## src/rtl/fetch_decode_unit.sv

```systemverilog
// Front end of the 8-bit CPU: instruction register, program counter and memory
// address mux, loaded from the data bus under controller fetch strobes.
module fetch_decode_unit #(
    parameter int          DATA_W   = 8,
    parameter logic [11:0] PC_RESET = 12'h000,
    parameter int          CNT_W    = 16
) (
    input  logic              clk,
    input  logic              rst,
    input  logic [DATA_W-1:0] data_in,
    input  logic [4:0]        ctrl_state,
    input  logic [1:0]        fetch,
    input  logic              PC_en,
    input  logic              pc_in,
    input  logic              ad_sel,
    output logic [3:0]        ins,
    output logic [11:0]       ir_addr,
    output logic [11:0]       addr,
    output logic [11:0]       pc,
    output logic              halted,
    output logic [CNT_W-1:0]  fetch_cnt
);

    localparam logic [4:0]       S0      = 5'd0;
    localparam logic [4:0]       S2      = 5'd2;
    localparam logic [3:0]       OP_HLT  = 4'hF;
    localparam logic [CNT_W-1:0] CNT_MAX = '1;

    logic [15:0] ir;
    logic        opcode_cap;
    logic        operand_cap;

    // Strobes are single-cycle qualifiers sampled at the rising edge: an opcode
    // byte is taken only in S0 with fetch=01; an operand byte needs fetch=10 with PC_en.
    assign opcode_cap  = (ctrl_state == S0) && (fetch == 2'b01);
    assign operand_cap = (fetch == 2'b10) && PC_en;

    assign ins     = ir[15:12];
    assign ir_addr = ir[11:0];
    assign addr    = ad_sel ? ir_addr : pc;

    always_ff @(posedge clk or negedge rst) begin
        if (!rst) begin
            ir        <= 16'h0000;
            pc        <= PC_RESET;
            halted    <= 1'b0;
            fetch_cnt <= '0;
        end else if (!halted) begin
            if (opcode_cap) begin
                ir <= {data_in, 8'h00};
                if (fetch_cnt != CNT_MAX)
                    fetch_cnt <= fetch_cnt + CNT_W'(1);
            end else if (operand_cap) begin
                ir[7:0] <= data_in;
            end

            // Jump target uses the pre-edge IR page even if an opcode lands this edge.
            if (PC_en && pc_in)
                pc <= {ir[11:8], data_in};
            else if (PC_en)
                pc <= pc + 12'd1;

            if ((ctrl_state == S2) && (ir[15:12] == OP_HLT))
                halted <= 1'b1;
        end
    end

endmodule
```

## config.mk

```make
export PLATFORM = sky130hd
export DESIGN_NAME = fetch_decode_unit
export DESIGN_NICKNAME = d
export VERILOG_FILES = /design/src/rtl/fetch_decode_unit.sv
export SDC_FILE = /design/constraint.sdc
export NUM_CORES = 1
export LEC_CHECK = 0
export BUFFER_PORTS_ARGS = -buffer_cell sky130_fd_sc_hd__buf_2
export CAP_MARGIN = 5
export CELL_PAD_IN_SITES_DETAIL_PLACEMENT = 1
export CELL_PAD_IN_SITES_GLOBAL_PLACEMENT = 1
export CORE_MARGIN = 2
export CORE_UTILIZATION = 38
export CTS_CLUSTER_DIAMETER = 150
export DETAILED_ROUTE_END_ITERATION = 10
export PLACE_DENSITY_LB_ADDON = 0.1
export SYNTH_ARGS = -nofsm -noshare
export SYNTH_HDL_FRONTEND = slang
export SYNTH_SLANG_ARGS = --single-unit
```

## constraint.sdc

```tcl
create_clock -name clk -period 1.85 [get_ports clk]
set_clock_uncertainty 0.05 [all_clocks]
set_input_delay 0.555 -clock clk [delete_from_list [all_inputs] [get_ports clk]]
set_output_delay 0.555 -clock clk [all_outputs]
set_load 0.01 [all_outputs]
```

==> out/results.tsv <==
stage	metric	value	unit
critical_path	critical_path.cell_chain	buf_8 -> buf_12 -> mux2_2 -> buf_6	
critical_path	critPathBufInv	3	
cells_and_area	fillCellCount	699	
grt	use_met1	0.308	
flow_run	maxCapViolations	0	
yosys	syn_inst	235	
drt	viasPerCell	5.46	
critical_path	critical_path.startpoint_type	input pin	
run_status	status	finished, final reports clean	
drt	routedWlPerCell	17.5	um
cts	cts_tree	built	
grt	grt_max_degree	46	
timing	hold_viol_final	0	
floorplan	placementRows	28	
yosys	synth_top_area_cell	dfrtp_1	
timing	maxSlewViolCount	0	
grt	gr-usage-met3	0.0417	
placed_design	hpwl	5.35	mm
critical_path	slowest_delay	0.35	ns
cts	postCtsSetupBuffers	0	
cells_and_area	seq_area	1130	sq um
grt	grt_overflow_total	0	
drt	drt_iter0_markers	97	
critical_path	criticalPathCategory	input pin to output port	
timing	fin_crit	1.85	ns
grt	grt.busiest_layer	met2	
power	ir_drop	390	uV
critical_path	arrival	1.24	ns
cells_and_area	drive_above_1_share	0.426	
placed_design	routabilityCongestion	0.797	
grt	met2_usage	0.351	
floorplan	core_area	5990	sq um
timing	tightest_slew	0.289	ns
yosys	synth_nets	257	
critical_path	end_kind	output port	
cts	cts-htree-levels	2	
timing	setup_viol	0	
yosys	ys_seq_area_frac	0.472	
yosys	ys.flop_type	dfrtp_1	
critical_path	r2r_setup_slack	0.15	ns
timing	max_freq	0.541	GHz
power	powerDensity	757	nW/um^2
yosys	synthTopCellsByCount	dfrtp_1 (45), nand2_1 (32), o21ai_0 (24)	
drt	vias	2244	
yosys	synth_cell_type_count	46	
drt	drtPass1Iterations	4	
timing	max-slew-margin-rel	0.807	
yosys	postSynth.asyncResetShare	1.00	
grt	track_usage	0.218	
cts	clk_latency	0.30	ns
floorplan	die_h	83.2	um
placed_design	port_buffers	76	
yosys	synth_most_common_cell	dfrtp_1	
drt	drt_wl_total	7.21	mm
cts	clock_sinks	45	
yosys	yosys_warnings	0	
critical_path	cp.required	1.24	ns
floorplan	io-pin-count	77	
cells_and_area	area_growth	35.2	%
grt	grt_pass1_vias	2345	
timing	finalCritPeriodShare	1.00	
critical_path	worstPathMaxFanout	6	
yosys	ys_seq_elements	45	
drt	route.detailed.drc	0	
cells_and_area	n_antenna_cell	0	
placed_design	pre_cts_ws	-0.161	ns
floorplan	die_w	83.2	um
critical_path	cpMaxStageDelayCell	mux2_2	
grt	grt_antenna_before_repair	0	
worst_hold_path	hold_class	input pin to async pin	
cts	cts-root-buf	clkbuf_8	
cts	cts_hold_buffers	0	
critical_path	critPathTopFamily	multiplexers	
yosys	synth_edf_count	0	
cells_and_area	nNetsFinal	358	
cts	numCtsBuffers	5	
cells_and_area	utilization	0.538	
timing	finalWorstSetupSlack	0.000305	ns
cells_and_area	multi_input_area	1240	sq um
floorplan	design.die.area	6930	sq um
yosys	netlist.area_leader.share	0.472	
drt	antenna_left	0	
cts	cts.path.max_buffers	2	
grt	grt_pass1_wl	12.2	mm
yosys	syn_area_per_cell	10.1	sq um
floorplan	start_util	0.398	
cts	path_clk_slew	0.08	ns
yosys	syn-cell-area	2380	sq um
power	leakage	1.65	nW
yosys	synth_area_leaders	dfrtp_1 (47%), mux2_2 (9.4%), o21ai_0 (5.0%)	
timing	rsz0062_at_grt	yes	
per-stage QoR:
| step | cells | total power [mW] | area [sq um] | hold slack [ns] | setup TNS, ns |
|---|---|---|---|---|---|
| 2_1_floorplan | 235 | 1.47 | 2380 | 0.209 | 0 |
| 3_3_place_gp | 403 | 1.76 | 3030 | 0.457 | -1.22 |
| 3_5_place_dp | 403 | 1.78 | 3030 | 0.463 | -2.22 |
| 4_1_cts | 411 | 2.43 | 3180 | 0.180 | -0.0131 |
| 5_1_grt | 411 | 2.58 | 3220 | 0.184 | -0.00669 |
| 6_report | 411 | 2.44 | 3220 | 0.168 | 0 |
kinds of logic after synthesis:
| group | Yosys count | synth area share |
|---|---|---|
| simple gates | 96 | 0.229 |
| flops | 45 | 0.472 |
| fa+ha+maj | 2 | 0.0105 |
| compound gates | 47 | 0.119 |
| xor+xnor | 11 | 0.0404 |
| buf+inv | 11 | 0.0205 |
| mux | 23 | 0.109 |
worst paths after layout:
kind                               start             to  cells past startpoint
max                               ad_sel        addr[3]                      4
min                                  rst          pc[2]                      2
max reg2reg                 fetch_cnt[0]  fetch_cnt[15]                      5
min reg2reg                fetch_cnt[14]  fetch_cnt[14]                      1
max in group asynchronous            rst   fetch_cnt[7]                      2
min in group clk              data_in[3]          ir[3]                      3
worst reg2reg max path, cell delays in order, from the launching register on:
cell	delay, ns
dfrtp_1	0.36
buf_4	0.13
and4_2	0.27
nand4_1	0.14
nor3_1	0.28
mux2_2	0.37
layout by cell type, fill, tap and decap left out, types with 2 or more instances in the layout:
cell,instances
a21oi_1,7
a311oi_1,3
a31oi_1,2
and3_1,3
and4_1,2
buf_12,2
buf_2,69
buf_4,23
buf_6,6
clkbuf_8,6
dfrtp_1,43
dfrtp_2,2
ha_1,2
inv_1,2
mux2_2,15
mux2_4,6
mux2i_1,2
nand2_1,32
nand2b_1,2
nand3_1,8
nand4_1,8
nor2_1,11
nor2_2,2
nor3_1,10
nor3b_1,3
nor4_4,2
o21ai_0,22
o21ai_1,2
o22ai_1,2
o31ai_1,2
xor2_1,11
routing by layer:
metal / vias to the layer above / part of all wire
met3: 2 / 0.042
met4: 0 / 0.0037
li1: 1060 / -
met5: - / 0
met1: 1130 / 0.48
met2: 52 / 0.48
flip-flops by register name, indices dropped and copies added (netlist names):
register	flops
ir	16
fetch_cnt	16
pc	12
halted	1
area by class of cell:
class	count	share of cell area
Multi-Input combinational cell	179	0.383
Timing Repair Buffer	102	0.207
Tap cell	75	0.0291
Sequential cell	45	0.350
Clock buffer	7	0.0268
Inverter	3	0.00349
repair_timing:
item                                   4_1_cts  5_1_grt
setup endpoints to repair                   10       11
endpoints found under the hold margin        0        0
gates resized for setup                      7       14
pin swaps                                    0        0
gates cloned                                 1        0
power by group:
| part | switching, mW | total (mW) | leakage, nW | internal (mW) |
|---|---|---|---|---|
| combinational | 0.309 | 0.615 | 1.02 | 0.306 |
| sequential | 0.118 | 1.20 | 0.584 | 1.08 |
| clock | 0.326 | 0.623 | 0.0443 | 0.297 |
| total | 0.752 | 2.44 | 1.65 | 1.69 |
No activity file was read; power rests on OpenSTA's default activity.
